## src/rtl/pfc_vsense_sampler.sv

```systemverilog
// Alternating IN/OUT voltage sampler: drives a 24-bit SPI ADC through a 2:1 mux and publishes
// per-channel averages. Optional overvoltage trip is compiled in with `define PFC_OVP_EN.
module pfc_vsense_sampler #(
  parameter int unsigned CLK_DIV       = 4,
  parameter int unsigned AVG_LOG2      = 2,
  parameter int unsigned SETTLE_CYCLES = 16,
  parameter int unsigned OV_LIMIT      = 14260633
) (
  input  logic        clk,
  input  logic        rst_n,
  input  logic        adc_drdy_n,
  input  logic        adc_miso,
  output logic        adc_cs_n,
  output logic        adc_sclk,
  output logic        adc_mux,
  output logic [23:0] PFC_InVSense,
  output logic [23:0] PFC_OutVSense,
  output logic        sense_valid,
  output logic        ovp_trip
);

  localparam int unsigned NumAvg = 1 << AVG_LOG2;
  localparam int unsigned AccW   = 24 + AVG_LOG2;
  localparam int unsigned CntW   = AVG_LOG2 + 1;
  localparam int unsigned TmrMax = (SETTLE_CYCLES > CLK_DIV) ? SETTLE_CYCLES : CLK_DIV;
  localparam int unsigned TmrW   = $clog2(TmrMax + 1);

  localparam logic [TmrW-1:0] DivLast    = TmrW'(CLK_DIV - 1);
  localparam logic [TmrW-1:0] SettleLast = TmrW'(SETTLE_CYCLES - 1);
  localparam logic [CntW-1:0] CntLast    = CntW'(NumAvg - 1);

  typedef enum logic [2:0] {
    StSettle,
    StWaitDrdy,
    StCsSetup,
    StShift,
    StCsHold,
    StAccum,
    StPublish
  } state_e;

  state_e            state_q, state_d;
  logic [TmrW-1:0]   tmr_q, tmr_d;
  logic [4:0]        bit_q, bit_d;
  logic              sclk_q, sclk_d;
  logic              cs_n_q, cs_n_d;
  logic              mux_q, mux_d;
  logic [23:0]       shift_q, shift_d;
  logic [AccW-1:0]   acc_q, acc_d;
  logic [CntW-1:0]   cnt_q, cnt_d;
  logic [23:0]       in_q, in_d;
  logic [23:0]       out_q, out_d;
  logic              valid_q, valid_d;
  logic [1:0]        drdy_sync_q;
  logic [23:0]       avg;
  logic [23:0]       pub_out;

  assign avg = acc_q[AVG_LOG2 +: 24];

  // Synchronizer is held idle during SETTLE so a DRDY that belongs to the previous mux
  // setting cannot be pre-loaded; a level still present afterwards is seen 2 clk later.
  always_ff @(posedge clk or negedge rst_n) begin
    if (!rst_n) begin
      drdy_sync_q <= 2'b11;
    end else if (state_q == StSettle) begin
      drdy_sync_q <= 2'b11;
    end else begin
      drdy_sync_q <= {drdy_sync_q[0], adc_drdy_n};
    end
  end

`ifdef PFC_OVP_EN
  logic ovp_q;
  logic ovp_hit;

  assign ovp_hit = (state_q == StAccum) && mux_q && (shift_q >= 24'(OV_LIMIT));

  always_ff @(posedge clk or negedge rst_n) begin
    if (!rst_n) begin
      ovp_q <= 1'b0;
    end else if (ovp_hit) begin
      ovp_q <= 1'b1;
    end
  end

  assign ovp_trip = ovp_q;
  // Full-scale OUT reading forces the downstream loop to zero duty.
  assign pub_out  = ovp_q ? 24'hFFFFFF : avg;
`else
  logic unused_ov_limit;
  assign unused_ov_limit = ^24'(OV_LIMIT);
  assign ovp_trip        = 1'b0;
  assign pub_out         = avg;
`endif

  always_comb begin
    state_d = state_q;
    tmr_d   = tmr_q;
    bit_d   = bit_q;
    sclk_d  = sclk_q;
    cs_n_d  = cs_n_q;
    mux_d   = mux_q;
    shift_d = shift_q;
    acc_d   = acc_q;
    cnt_d   = cnt_q;
    in_d    = in_q;
    out_d   = out_q;
    valid_d = 1'b0;

    unique case (state_q)
      StSettle: begin
        if (tmr_q == SettleLast) begin
          tmr_d   = '0;
          state_d = StWaitDrdy;
        end else begin
          tmr_d = tmr_q + 1'b1;
        end
      end
      StWaitDrdy: begin
        if (!drdy_sync_q[1]) begin
          tmr_d   = '0;
          cs_n_d  = 1'b0;
          state_d = StCsSetup;
        end
      end
      StCsSetup: begin
        if (tmr_q == DivLast) begin
          tmr_d   = '0;
          bit_d   = '0;
          state_d = StShift;
        end else begin
          tmr_d = tmr_q + 1'b1;
        end
      end
      StShift: begin
        if (tmr_q == DivLast) begin
          tmr_d  = '0;
          sclk_d = ~sclk_q;
          if (!sclk_q) begin
            // Capture on the edge that raises sclk.
            shift_d = {shift_q[22:0], adc_miso};
          end else if (bit_q == 5'd23) begin
            state_d = StCsHold;
          end else begin
            bit_d = bit_q + 5'd1;
          end
        end else begin
          tmr_d = tmr_q + 1'b1;
        end
      end
      StCsHold: begin
        if (tmr_q == DivLast) begin
          tmr_d   = '0;
          cs_n_d  = 1'b1;
          state_d = StAccum;
        end else begin
          tmr_d = tmr_q + 1'b1;
        end
      end
      StAccum: begin
        acc_d   = acc_q + AccW'(shift_q);
        cnt_d   = cnt_q + 1'b1;
        state_d = (cnt_q == CntLast) ? StPublish : StWaitDrdy;
      end
      StPublish: begin
        if (mux_q) begin
          out_d   = pub_out;
          valid_d = 1'b1;
        end else begin
          in_d = avg;
        end
        acc_d   = '0;
        cnt_d   = '0;
        tmr_d   = '0;
        mux_d   = ~mux_q;
        state_d = StSettle;
      end
      default: begin
        state_d = StSettle;
        tmr_d   = '0;
      end
    endcase
  end

  always_ff @(posedge clk or negedge rst_n) begin
    if (!rst_n) begin
      state_q <= StSettle;
      tmr_q   <= '0;
      bit_q   <= '0;
      sclk_q  <= 1'b0;
      cs_n_q  <= 1'b1;
      mux_q   <= 1'b0;
      shift_q <= '0;
      acc_q   <= '0;
      cnt_q   <= '0;
      in_q    <= '0;
      out_q   <= '0;
      valid_q <= 1'b0;
    end else begin
      state_q <= state_d;
      tmr_q   <= tmr_d;
      bit_q   <= bit_d;
      sclk_q  <= sclk_d;
      cs_n_q  <= cs_n_d;
      mux_q   <= mux_d;
      shift_q <= shift_d;
      acc_q   <= acc_d;
      cnt_q   <= cnt_d;
      in_q    <= in_d;
      out_q   <= out_d;
      valid_q <= valid_d;
    end
  end

  assign adc_cs_n      = cs_n_q;
  assign adc_sclk      = sclk_q;
  assign adc_mux       = mux_q;
  assign PFC_InVSense  = in_q;
  assign PFC_OutVSense = out_q;
  assign sense_valid   = valid_q;

endmodule
```

## config.mk

```make
export PLATFORM = sky130hd
export DESIGN_NAME = pfc_vsense_sampler
export DESIGN_NICKNAME = d
export VERILOG_FILES = /design/src/rtl/pfc_vsense_sampler.sv
export SDC_FILE = /design/constraint.sdc
export NUM_CORES = 1
export LEC_CHECK = 0
export CAP_MARGIN = 20
export CORE_MARGIN = 4
export CORE_UTILIZATION = 62
export DETAILED_ROUTE_END_ITERATION = 10
export GPL_ROUTABILITY_DRIVEN = 0
export PLACE_DENSITY = 0.92
export SETUP_SLACK_MARGIN = 0.1
export SYNTH_ARGS = -nofsm -noshare
export SYNTH_HDL_FRONTEND = slang
export SYNTH_SLANG_ARGS = --single-unit
```

## constraint.sdc

```tcl
create_clock -name clk -period 6.4 [get_ports clk]
set_input_delay 0.64 -clock clk [delete_from_list [all_inputs] [get_ports clk]]
set_output_delay 0.64 -clock clk [all_outputs]
set_load 0.01 [all_outputs]
```

# == Word-level counts from Yosys, hierarchy flattened ==
# Cells that the tools add are included.
# totals
inputBits,4
ff_bits,120
word_cells,77
# op_classes
bitwise_logic,3
muxes,26
n_eq_ne,18
reduce_logical,13
n_addsub,4
# ops
op,count
26-bit case mux with 2 select lines,1
5-bit two-way mux,7
26-bit by 24-bit adder with 26-bit output,1
3-bit two-way mux,8
5-bit case mux with 4 select lines,1
3-bit case mux with 6 select lines,1
2-bit inequality test (second input constant),7
5-bit by 1-bit adder with 5-bit output (second input constant),2
5-bit case mux with 2 select lines,1
3-bit by 2-bit == test with 1-bit output (second input constant),3
3-bit == test (second input constant),3
2-bit AND reduction,4
7-bit AND reduction,1
3-bit case mux with 2 select lines,1
3-bit AND reduction,2
2-bit nonzero test,3
5-bit by 2-bit == test with 1-bit output (second input constant),1
5-bit by 4-bit == test with 1-bit output (second input constant),1
5-bit == test (second input constant),1
5-bit AND reduction,1
1-bit two-way mux,4
3-bit by 1-bit adder with 3-bit output (second input constant),1
3-bit by 1-bit == test with 1-bit output (second input constant),1
3-bit zero test,1
other kinds (5),7

# == Depth between registers and ports, before layout ==
# Gate-level depths: netlist of run 1.
# depth
word_depth,5
depth_mapped,11
depth_no_buf,11

# == Least setup slack after synthesis of run 1 ==
# OpenSTA, ideal clock, no wires.
# synth_timing
path_type,reg-to-reg
startpoint,register shift_q[0]
endpoint,register acc_q[18]
stages_incl_launch_ff,10
period_less_slack_ns,2.391
slack_ns,4.009
arrival_time_ns,2.261
cell_sequence,dfrtp_1 ha_1 fa_1 a21o_1 a221o_1 a31oi_2 o221ai_2 a21boi_2 xor2_1 o21ai_1
# synth_via
elab_chain_len,2
# synth_lines
item,line,text
"start, declared",48,"logic [23:0] shift_q, shift_d;"
"start signal, assigned",206,shift_q <= shift_d;
26-bit by 24-bit adder with 26-bit output,161,acc_d = acc_q + AccW'(shift_q);
26-bit case mux with 2 select lines,110,unique case (state_q)
"end signal, assigned",194,acc_q <= '0;
"end signal, assigned",207,acc_q <= acc_d;
"end, declared",49,"logic [AccW-1:0] acc_q, acc_d;"
# No other way between the ends.
# A chain may end at the register's enable or synchronous reset.

# == Worst setup path in the final report of run 1 ==
# layout_timing
startpoint,register shift_q[0]
endpoint,register acc_q[22]
# Same word-level chain as after synthesis.

==> results.yml, run 1 <==
run_status:
  status: "complete, no violations"
floorplanning:
  start_util: 0.6322
  core_area_um2: 9684
  core.rowCount: 36
  die_y_um: 107.4
  io_pins: 57
  dieArea_um2: 11530
  dieWidth_um: 107.4
power_and_ir_drop:
  pwr-share-seq: 0.371
  vdd_drop_max_v: 0.0001855
  swShare: 0.2702
  clkPwrFrac: 0.476
  power_frac_comb: 0.153
  p_per_area_nw_per_um2: 325.9
  p_int_uw: 1779
  power.total_uw: 2438
  switchingPower_uw: 658.8
  p_leak_uw: 0.003551
finish:
  final_nets: 631
  fill_cells: 559
  antenna_cells: 0
  final_core_util: 0.7724
  multiInputGateArea_um2: 2917
  syn_to_final_growth_pct: 22.17
  drive_above_1_share: 0.2151
  seq_area_um2: 3007
global_routing:
  antenna_found_initial: 0
  grt_overflow: 0
  grt_max_degree: 79
  first_global_vias: 4821
  grt_pass1_wl_um: 24340
  grt_usage: 0.2706
clock_tree:
  cts_max_path_buffers: 2
  insertion_delay_ps: 540
  cts_max_level: 4
  clock_sink_count: 120
  cts_buffers: 17
  cts_tree: "yes"
  root_buffer: "clkbuf_8"
  post_cts_buffers: 0
  path_clk_slew_ps: 60
  cts_resized: 0
  ctsHoldBuffers: 0
critical_path:
  path_class: "reg2reg"
  worstPathMaxFanout: 4
  worstReg2RegStart: "shift_q[0]"
  path_cells: "ha_1, fa_1, a21o_1, a221o_1, a31oi_2, o221ai_2, a21oi_2, xor2_1, o21ai_1"
  critPathLaunchType: "flip-flop"
  regToRegEndpoint: "acc_q[22]"
  critPathCaptureType: "flip-flop"
  worstRegToRegCells: 9
  regToRegSetupSlack_ps: 3610
  arrival_ps: 3190
  slowest_delay_ps: 410
  required_ps: 6800
  critPathSlowestCell: "dfrtp_1"
run:
  cap_violations: 0
logic_synthesis:
  netlist_instances: 540
  seq_area_frac_synth: 0.4911
  ys_types: 66
  async_flop_share: 1.000
  syn_area_per_cell_um2: 11.34
  synth_ff_type: "dfrtp_1"
  synth_edf_count: 0
  ys_ff_latch: 120
  synth_area_um2: 6122
  syn_nets: 575
  synth-warning-count: 0
routing:
  wl_um: 14520
  drtAntennaViolNets: 0
  vias: 4675
  firstDrtPassIters: 5
  initialDrtViolationCount: 302
  vias_per_cell: 6.301
  wl_per_cell_um: 19.57
  drc_errors: 0
sta:
  layout_min_cycle_time_ps: 2785
  skew_ps: 17.51
  final.setup.tns_ps: 0
  tightest_slew_ps: 965.3
  max_freq_ghz: 0.3590
  hold_ws_ps: 84.28
  report.final.slew_viol_count: 0
  fin_crit_sh: 0.4352
  finalHoldViolCount: 0
  slew_headroom: 0.3565
  finalSetupViolations: 0
  rsz0062_at_grt: "false"
worst_hold_path:
  hold_path_class: "in2async"
placement:
  port_buffers: 55
  post-dp-hpwl_um: 9025
synthesized netlist by cell type (all sizes together) (9+ instances only):
library cell | count | area [um^2]
o21ai | 41 | 209.0
xor2 | 14 | 122.6
a21o | 9 | 67.56
dfrtp | 117 | 2928
nor3 | 12 | 71.32
buf | 9 | 71.31
inv | 12 | 45.04
mux2 | 73 | 822.0
nand2 | 53 | 201.5
a21oi | 32 | 182.7
clkbuf | 14 | 82.58
nor2 | 21 | 83.83
ha | 30 | 375.4
nand3 | 11 | 55.05
per-layer routing:
| metal | GRT usage | routed length [um] |
|---|---|---|
| met3 | 0.07079 | 929 |
| met4 | 0.1190 | 433 |
| met1 | 0.3343 | 5767 |
| met5 | 0 | 0 |
| met2 | 0.4491 | 7387 |
cell usage in the layout (no fill, tap or decap), types with 4 or more instances in the layout:
cell / instances
nand2_1: 52
ha_1: 30
mux2_1: 5
bufinv_16: 8
o21ai_1: 10
clkdlybuf4s50_1: 54
xor2_1: 14
xnor2_1: 7
nor2_1: 19
o31ai_1: 4
nand3_1: 11
clkbuf_16: 17
o2111ai_1: 4
a22o_1: 6
nor2b_1: 4
dfrtp_1: 117
o21ai_0: 30
nor3_1: 11
mux2_2: 68
inv_1: 12
a21oi_1: 28
or2_2: 4
a21o_1: 9
a31oi_1: 7
nand2b_1: 5
nand4_1: 4
flip-flops by register name, summed over array words and instances (netlist names):
register / cells
cnt_q: 3
PFC_OutVSense: 24
state_q: 3
bit_q: 5
PFC_InVSense: 24
drdy_sync_q: 2
sense_valid: 1
adc_mux: 1
adc_sclk: 1
adc_cs_n: 1
acc_q: 26
shift_q: 24
tmr_q: 5
critical path: cells and delay by family (launching register included):
| family | cells | cell delay [ps] |
|---|---|---|
| AO/OA/AOI/OAI | 6 | 1430 |
| adder cells (fa/ha/maj) | 2 | 650 |
| flip-flops | 1 | 410 |
| XOR/XNOR | 1 | 160 |
power by group through the flow:
stage / combinational [uW] / clock [uW] / sequential [uW]
finish: 374 / 1160 / 904
detailed placement: 352 / 0 / 912
floorplan: 284 / 0 / 876
global route: 405 / 1210 / 912
global placement: 322 / 0 / 906
CTS: 370 / 1160 / 901
area by class of cell:
type | instances | area share
multi-input combinational | 385 | 0.3899
sequential | 120 | 0.4020
tap | 133 | 0.02225
timing repair buffer | 60 | 0.08431
clock inverter | 12 | 0.03597
inverter | 12 | 0.006022
clock buffer | 20 | 0.05955
how the worst max path moves through the flow:
stage | startpoint | slack [ps] | depth (start not counted) | to
final | shift_q[0] | 3610 | 9 | acc_q[22]
after global routing | shift_q[0] | 3540 | 9 | acc_q[22]
after CTS | shift_q[0] | 3640 | 9 | acc_q[22]
after detailed placement | shift_q[0] | 3710 | 9 | acc_q[22]
after global placement | tmr_q[0] | 3820 | 4 | shift_q[8]
after floorplan | shift_q[0] | 4010 | 9 | acc_q[18]
through the flow:
| step | cells | area (um^2) | setup WS, ps |
|---|---|---|---|
| 6_report | 742 | 7480 | 3615 |
| 5_1_grt | 742 | 7480 | 3541 |
| 4_1_cts | 741 | 7455 | 3643 |
| 3_5_place_dp | 709 | 6740 | 3714 |
| 3_3_place_gp | 707 | 6698 | 3817 |
| 2_1_floorplan | 540 | 6122 | 4009 |
kinds of logic after synthesis:
group                    count (synthesis)  synth area share
AO/OA/AOI/OAI                          126            0.1361
other                                    1         0.0006125
XOR/XNOR                                21           0.03004
flip-flops                             120            0.4911
buffers and inverters                   35           0.03249
adder cells (fa/ha/maj)                 31           0.06458
multiplexers                            76            0.1392
AND/OR/NAND/NOR                        130            0.1059
Note: power is estimated with default switching activity, not from simulation.
==> inputs of run 2 (changes only) <==
--- a/config.mk
+++ b/config.mk
@@ -7,10 +7,10 @@
 export LEC_CHECK = 0
 export CAP_MARGIN = 20
 export CORE_MARGIN = 4
-export CORE_UTILIZATION = 62
+export CORE_UTILIZATION = 52
 export DETAILED_ROUTE_END_ITERATION = 10
 export GPL_ROUTABILITY_DRIVEN = 0
-export PLACE_DENSITY = 0.92
+export PLACE_DENSITY = 0.83
 export SETUP_SLACK_MARGIN = 0.1
 export SYNTH_ARGS = -nofsm -noshare
 export SYNTH_HDL_FRONTEND = slang
==> constraint.sdc (replaced) <==
create_clock -name clk -period 2.4 [get_ports clk]
set_input_delay 0.24 -clock clk [delete_from_list [all_inputs] [get_ports clk]]
set_output_delay 0.24 -clock clk [all_outputs]
set_load 0.01 [all_outputs]
==> run 2 against run 1 <==
Effect of this change:
- the run now ends with setup timing left
- register-to-register slack got worse by 3700 ps
- sequential cell count did not move
- worst setup slack got worse by 3700 ps
- largest power group unchanged
- highest routed layer unchanged
==> results.yml, run 2 (synthesized netlist as in run 1, its figures left out) <==
run_status:
  status: "finished, violations left"
  violations: "setup timing"
critical_path:
  path_cells: "ha_2, fa_2, a21o_1, a221o_1, a31oi_4, o221ai_4, a21oi_2, xor2_1, o21ai_1"
  worstRegToRegCells: 9
  crit_cells: 9
  crit_family: "compound AO/OA/AOI/OAI gates"
  slowest_delay_ps: 400
  required_ps: 2690
  arrival_ps: 2750
  worstPathMaxFanout: 3
  critPathCaptureType: "flip-flop"
  cp.buffers_inverters: 0
  critPathSlowestCell: "a221o_1"
  path_class: "reg2reg"
  critPathLaunchType: "flip-flop"
finish:
  syn_to_final_growth_pct: 28.80
  antenna_cells: 0
  fill_cells: 738
  final_nets: 663
  layout_common_cells: "dfrtp_1, mux2_2, clkdlybuf4s50_1, nand2_1, buf_4"
  fin_area_um2: 7885
  seq_area_um2: 3013
  largest_reg_flops: 26
  drive_above_1_share: 0.3073
  final_core_util: 0.6876
  multiInputGateArea_um2: 3161
  top_register: "acc_q"
  final_common_cell: "dfrtp_1"
clock_tree:
  insertion_delay_ps: 420
  path_clk_slew_ps: 60
  root_buffer: "clkbuf_16"
  cts_max_path_buffers: 2
  cts_tree: "yes"
  cts_max_level: 4
  cts_buffers: 17
  clock_sink_count: 120
sta:
  fin_crit_sh: 1.028
  worst_slack_ps: -66.57
  max_freq_ghz: 0.4054
  finalHoldViolCount: 0
  skew_ps: 9.551
  finalSetupViolations: 5
  report.final.slew_viol_count: 0
  final.setup.tns_ps: -240.1
  rsz0062_at_grt: "true"
  hold_ws_ps: 282.8
  layout_min_cycle_time_ps: 2467
power_and_ir_drop:
  vdd_drop_max_v: 0.0005869
  p_int_uw: 4463
  p_per_area_nw_per_um2: 789.4
  switchingPower_uw: 1762
  pwr-share-seq: 0.386
  clkPwrFrac: 0.436
  p_leak_uw: 0.003614
  swShare: 0.2831
  power_frac_comb: 0.178
placement:
  port_buffers: 55
  post-dp-hpwl_um: 9024
  placed_area_um2: 6838
  pre_cts_ws_ps: -60.70
global_routing:
  grt_overflow: 0
  grt_max_degree: 66
  grt_pass1_wl_um: 23210
  antenna_found_initial: 0
  first_global_vias: 4690
  grt_usage: 0.2164
floorplanning:
  core_area_um2: 11470
  io_pins: 57
  dieWidth_um: 116.5
  dieArea_um2: 13570
  core.rowCount: 39
  start_util: 0.5339
  die_y_um: 116.5
routing:
  drtAntennaViolNets: 0
  initialDrtViolationCount: 283
  wl_per_cell_um: 19.26
  drc_errors: 0
  firstDrtPassIters: 5
  wl_um: 15100
  vias: 4752
  vias_per_cell: 6.061
worst_hold_path:
  hold_path_class: "in2async"
run:
  cap_violations: 0
[run 2: what timing repair did]
action / in CTS / in global routing
hold buffers: 1 / 0
gates resized for setup: 12 / 42
hold endpoints to repair: 24 / 0
buffers inserted: 4 / 17
pin swaps: 6 / 24
endpoints found under the setup margin: 10 / 15
[run 2: routing by layer]
layer  track usage  wire (um)  share of wire
met1        0.2770       6012           0.40
met2        0.3593       7787           0.52
met3       0.05440        935          0.062
met4       0.07579        367          0.024
met5             0          0              0
[run 2: cell type report]
| cell class | instances | share of cell area |
|---|---|---|
| Sequential cell | 120 | 0.3821 |
| Multi-Input combinational cell | 385 | 0.4008 |
| Clock inverter | 12 | 0.02206 |
| Tap cell | 143 | 0.02269 |
| Timing Repair Buffer | 92 | 0.1087 |
| Inverter | 12 | 0.005712 |
| Clock buffer | 20 | 0.05792 |
[run 2: final timing paths]
check | from | to | slack, ps
min in group clk | adc_drdy_n | drdy_sync_q[0] | 420
setup / recovery | acc_q[0] | acc_q[22] | -70
setup reg to reg | acc_q[0] | acc_q[22] | -70
hold reg to reg | cnt_q[2] | cnt_q[2] | 500
hold / removal | rst_n | PFC_OutVSense[6] | 280
max in group asynchronous | rst_n | adc_cs_n | 1340
[run 2: metrics by stage]
stage | instances | total power, uW
after floorplan | 540 | 3096
after global placement | 730 | 3334
after detailed placement | 730 | 3399
after CTS | 767 | 6147
after global routing | 784 | 6488
final | 784 | 6225
[run 2: power by group through the flow]
stage	combinational (uW)	sequential, uW	clock [uW]
floorplan	758	2340	0
global placement	921	2410	0
detailed placement	972	2430	0
CTS	1020	2400	2730
global route	1220	2430	2840
finish	1110	2400	2710
==> inputs of run 3 (changes only) <==
--- a/config.mk
+++ b/config.mk
@@ -10,6 +10,7 @@
 export CORE_UTILIZATION = 52
 export DETAILED_ROUTE_END_ITERATION = 10
 export GPL_ROUTABILITY_DRIVEN = 0
+export GPL_TIMING_DRIVEN = 0
 export PLACE_DENSITY = 0.83
 export SETUP_SLACK_MARGIN = 0.1
 export SYNTH_ARGS = -nofsm -noshare
==> run 3 against run 2 <==
Effect of this change:
- the flow still finishes with violations (setup timing)
- global-route usage grew 0.34 points
- die area did not move
- worst setup slack worse by 23 ps
- sequential cell count unchanged
- core utilization is 0.36 points lower
- non-clock buffer count up 7
- clock skew shrank 2.4 ps
- first-iteration DRC count decreased by 12%
- critical path depth unchanged
- wire length is 0.53% lower
- combinational power is essentially flat
- highest routed layer unchanged
==> results.yml, run 3 (synthesized netlist as in run 1, its figures left out) <==
sta:
  tightest_slew_ps: 654.3
  finalHoldViolCount: 0
  fin_crit_sh: 1.037
  finalSetupViolations: 5
  rsz0062_at_grt: "true"
  report.final.slew_viol_count: 0
  layout_min_cycle_time_ps: 2490
  slew_headroom: 0.5638
  worst_slack_ps: -89.86
  max_freq_ghz: 0.4016
  skew_ps: 7.137
critical_path:
  slowest_delay_ps: 400
  path_class: "reg2reg"
  critPathLaunchType: "flip-flop"
  worstPathMaxFanout: 4
  crit_family: "compound AO/OA/AOI/OAI gates"
  critPathCaptureType: "flip-flop"
  path_cells: "ha_2, fa_2, a21o_1, a221o_1, a31oi_4, o221ai_4, a21oi_2, xor2_1, o21ai_1"
  required_ps: 2690
  arrival_ps: 2780
  cp.buffers_inverters: 0
  critPathSlowestCell: "a221o_1"
finish:
  drive_above_1_share: 0.2791
  layout_common_cells: "dfrtp_1, mux2_2, clkdlybuf4s50_1, nand2_1, o21ai_0"
  final_core_util: 0.6840
  top_register: "acc_q"
  largest_reg_flops: 26
  final_common_cell: "dfrtp_1"
  syn_to_final_growth_pct: 28.12
  fin_area_um2: 7844
  final_nets: 670
  fin_cells: 788
  antenna_cells: 0
worst_hold_path:
  hold_path_class: "in2async"
clock_tree:
  clock_sink_count: 120
  insertion_delay_ps: 420
  cts_max_level: 4
  cts_tree: "yes"
  path_clk_slew_ps: 60
  cts_buffers: 17
  cts_max_path_buffers: 2
  root_buffer: "clkbuf_16"
routing:
  wl_um: 15020
  wl_per_cell_um: 19.06
  initialDrtViolationCount: 248
  drtAntennaViolNets: 0
  drc_errors: 0
  vias: 4791
  firstDrtPassIters: 5
  vias_per_cell: 6.080
placement:
  post-dp-hpwl_um: 9188
  pre_cts_ws_ps: -141.7
  port_buffers: 55
  dpl.cell_count: 739
  placed_area_um2: 6885
power_and_ir_drop:
  p_leak_uw: 0.003635
  p_per_area_nw_per_um2: 782.5
  power.total_uw: 6138
  vdd_drop_max_v: 0.0004421
floorplanning:
  dieWidth_um: 116.5
  core.rowCount: 39
  die_y_um: 116.5
  start_util: 0.5339
  io_pins: 57
  dieArea_um2: 13570
  core_area_um2: 11470
global_routing:
  first_global_vias: 4809
  antenna_found_initial: 0
  grt_max_degree: 105
  grt_overflow: 0
  grt_pass1_wl_um: 23250
  grt_usage: 0.2199
run_status:
  status: "finished, violations left"
  violations: "setup timing"
run:
  cap_violations: 0
run 3: cell types whose count changed in the layout (fill, tap and decap cells not counted), sizes merged:
cell / previous run / this run
clkbuf: 20 / 34
buf: 37 / 31
clkinv: 4 / 1
clkinvlp: 4 / 3
run 3: timing repair:
item                                    in CTS  in global routing
gates resized for setup                      8                 33
setup buffers                                4                 15
endpoints found under the setup margin       9                 34
hold buffers                                 1                  0
pin swaps                                    8                 27
hold endpoints to repair                    16                  0
run 3: path summary, 6_finish.rpt:
check / start / end / slack, ps / cells past startpoint
hold reg to reg: cnt_q[2] / cnt_q[2] / 490 / 2
setup / recovery: acc_q[0] / acc_q[22] / -90 / 9
setup reg to reg: acc_q[0] / acc_q[22] / -90 / 9
min in group clk: adc_drdy_n / drdy_sync_q[0] / 390 / 2
max in group asynchronous: rst_n / adc_cs_n / 1420 / 3
hold / removal: rst_n / PFC_OutVSense[9] / 210 / 2
run 3: routing by layer:
metal | GRT usage | vias up | share of wire
met5 | 0 | - | 0
met4 | 0.09203 | 0 | 0.030
met3 | 0.05855 | 51 | 0.059
met2 | 0.3589 | 208 | 0.50
met1 | 0.2783 | 2387 | 0.41
li1 | - | 2145 | -
run 3: power breakdown:
| group | switching (uW) | internal, uW | leakage (uW) |
|---|---|---|---|
| Clock | 897 | 1770 | 0.000287 |
| Sequential | 151 | 2190 | 0.00165 |
| Combinational | 678 | 453 | 0.00170 |
run 3: final cells by class:
cell class	instances	area (um^2)
fill	745	3623
multi-input combinational	385	3114
clock inverter	8	147.6
sequential	120	3008
timing repair buffer	76	732.0
clock buffer	21	460.4
buffer	23	157.7
tap	143	178.9
inverter	12	45.04
run 3: per-stage QoR:
step                      hold WS [ps]  TNS (ps)
final                            212.7    -217.3
after global routing             224.9    -713.3
after global placement           464.9   -386370
after CTS                        206.9    -270.8
after detailed placement         84.21    -302.7
after floorplan                 -55.59         0
==> RTL edit, RTL diff (settings of run 2) <==
Build with the macro `PFC_OVP_EN` defined.
--- a/src/rtl/pfc_vsense_sampler.sv
+++ b/src/rtl/pfc_vsense_sampler.sv
@@ -1,4 +1,6 @@
 // Alternating IN/OUT voltage sampler: drives a 24-bit SPI ADC through a 2:1 mux and publishes
 // per-channel averages. Optional overvoltage trip is compiled in with `define PFC_OVP_EN.
+`define PFC_OVP_EN
+
 module pfc_vsense_sampler #(
   parameter int unsigned CLK_DIV       = 4,
Formal check against the unedited RTL: no difference found for any inputs over 10 cycles, from zero or initial values and one cycle with rst_n low; that may be too few to reach the edited logic, so the function may still have changed.
==> RTL edit against run 2 <==
- combinational power shrank 12%
- via count grew 3.1%
- critical endpoint is now acc_q[14]
- sequential power shrank 3%
- sequential cell count grew 1
- routed wire length shrank 4.7%
- global-route usage grew 0.39 points
- largest power group unchanged
- final area shrank 0.36%
- power shrank 4.9%
- area after synthesis grew 0.39%
- setup slack gained 0.16 ns
==> RTL edit: results (changes against run 2) <==
- The final-report hold violation count is 0 (unchanged).
- The number of buffers added on ports was 56 (+1.8%).
- The number of different library cells in the post-synthesis netlist is 54 (-18%).
- The antenna cell count is 0 (unchanged).
- The via count of the first global-routing pass is 5019 (+7.0%).
- The fraction of layout instances using a drive strength above 1 was 22.13% (-8.6 points).
- The H-tree depth is 4 (unchanged).
- The half-perimeter wire length after placement is 9909 um (+9.8%).
- The total vias in the final route came to 4899 (+3.1%).
- The worst setup slack before clock tree synthesis is -0.06851 ns (-0.007811 ns).
- The iteration-0 DRC count of the detailed router is 262 (-7.4%).
- The wire length of the first global-routing pass is 23580 um (+1.6%).
- The data arrival time of the critical path is 2.59 ns (-0.16 ns).
- The class of the worst hold path is input port to asynchronous set/reset pin.
- After synthesis, the most frequently instantiated cells are dfrtp_1 (118), nand2_1 (78), o21ai_0 (71).
- The largest buffer count on any clock path is 2 (unchanged).
- The number of nets in the final layout is 718 (+8.3%).
- The highest fanout seen on the critical path is 3 (unchanged).
- The sequential-to-total area share from yosys stat is 49.33% (+0.22 points).
- The worst clock skew is 0.009410 ns (-0.0001414 ns).
- Yosys attributes the largest share of cell area to dfrtp_1 (48%), mux2_2 (9.0%), ha_1 (6.1%).
- The detailed-route wire length is 14390 um (-4.7%).
- The net count of the mapped netlist is 634 (+10%).
- The flow ran to the end, and the final reports show no timing, DRC or antenna violations.
- The clock latency at the later pin of the worst-skew pair is 0.42 ns (about the same).
- For this design, the slowest cell found on the critical path is dfrtp_1.
- The all-layer global routing usage is 22.04% (+0.39 points).
- The peak ir drop on the vdd network is 0.0006168 V (+5.1%).
- The leakage power total is 3.521 nW (-2.6%).
- The tree is rooted in a clkbuf_16.
- The switching share of power came to 25.67% (-2.6 points).
- The maximum number of pins on one net before global-route repair came to 53 (-20%).
- The actual slew at the worst max-slew pin is 0.6539 ns.
- The clock-pin slew on the worst setup and hold paths is 0.06 ns (about the same).
- The number of flip-flops in the largest register came to 26 (unchanged).
- The highest cell delay on the worst timing path came to 0.40 ns (about the same).
- The most flop-heavy register is acc_q.
-- RTL edit: changes by cell type after synthesis, sizes merged, moves of 4 or more --
cell and change:
o2111ai -4, nor3 -7, a211oi +5, nand2 +25, o21ai +32, nor2 +28, buf -4, xor2 -4
mux2 -24, o21bai +5, clkbuf +5, o21a +4, xnor2 +6
-- RTL edit: power groups by stage --
stage | Clock, mW | Combinational (mW) | Sequential, mW
after detailed placement | 0 | 0.949 | 2.35
after CTS | 2.67 | 0.964 | 2.32
after global routing | 2.76 | 1.09 | 2.34
after global placement | 0 | 0.929 | 2.34
after floorplan | 0 | 0.587 | 2.34
final | 2.62 | 0.976 | 2.32
-- RTL edit: worst paths after layout --
path | cells after the start | from | to | slack [ns]
min in group clk | 2 | adc_drdy_n | drdy_sync_q[0] | 0.40
max in group asynchronous | 3 | rst_n | PFC_OutVSense[18] | 1.19
worst max-delay path | 9 | shift_q[0] | acc_q[14] | 0.1
worst min-delay path | 2 | rst_n | PFC_OutVSense[3] | 0.40
worst max register to register | 9 | shift_q[0] | acc_q[14] | 0.1
worst min register to register | 2 | PFC_OutVSense[12] | PFC_OutVSense[12] | 0.48
-- RTL edit: routing by layer --
metal / global-route usage [%] / part of all wire [%] / up-vias
li1: - / - / 2309
met5: 0 / 0 / -
met3: 5.959 / 4.9 / 31
met4: 9.404 / 2.0 / 0
met1: 26.73 / 42 / 2402
met2: 37.05 / 51 / 157
-- RTL edit: through the flow --
stage | cells | hold slack [ns] | power [mW] | area, sq um
6_report | 839 | 0.3959 | 5.917 | 7856
5_1_grt | 839 | 0.3916 | 6.188 | 7856
2_1_floorplan | 599 | -0.05559 | 2.923 | 6160
3_5_place_dp | 798 | 0.3144 | 3.297 | 7003
3_3_place_gp | 798 | 0.3108 | 3.265 | 7003
4_1_cts | 834 | 0.3754 | 5.947 | 7664
-- RTL edit: cell families after synthesis --
kind of cell / share of synthesized area [%]
AOI/OAI and AO/OA: 16.47
xor gates and xnor gates: 3.278
adders and majority gates: 6.433
buffers and inverters: 2.260
DFF: 49.33
muxes: 9.792
and+or+nand+nor: 12.44
-- RTL edit: worst max-delay path, delay by kind of cell (launching register included) --
kind	cells	cell delay, ns
AO/OA/AOI/OAI	6	1.06
XOR/XNOR	1	0.16
adder cells (fa/ha/maj)	2	0.56
flip-flops	1	0.40
-- RTL edit: repair_timing --
item	4_1_cts	5_1_grt
pin swaps	2	7
hold buffers	1	0
endpoints found under the setup margin	8	14
hold endpoints to repair	47	0
gates resized for setup	5	32
setup buffers	3	4
-- RTL edit: layout make-up --
cell class              count  area [sq um]
clock buffers              23         467.9
clock inverters             9         145.1
fillers                   824          3660
inverters                  10         37.54
multi-input cells         444          3161
flip-flops and latches    121          3033
well taps                 143         178.9
repair buffers             89         833.3
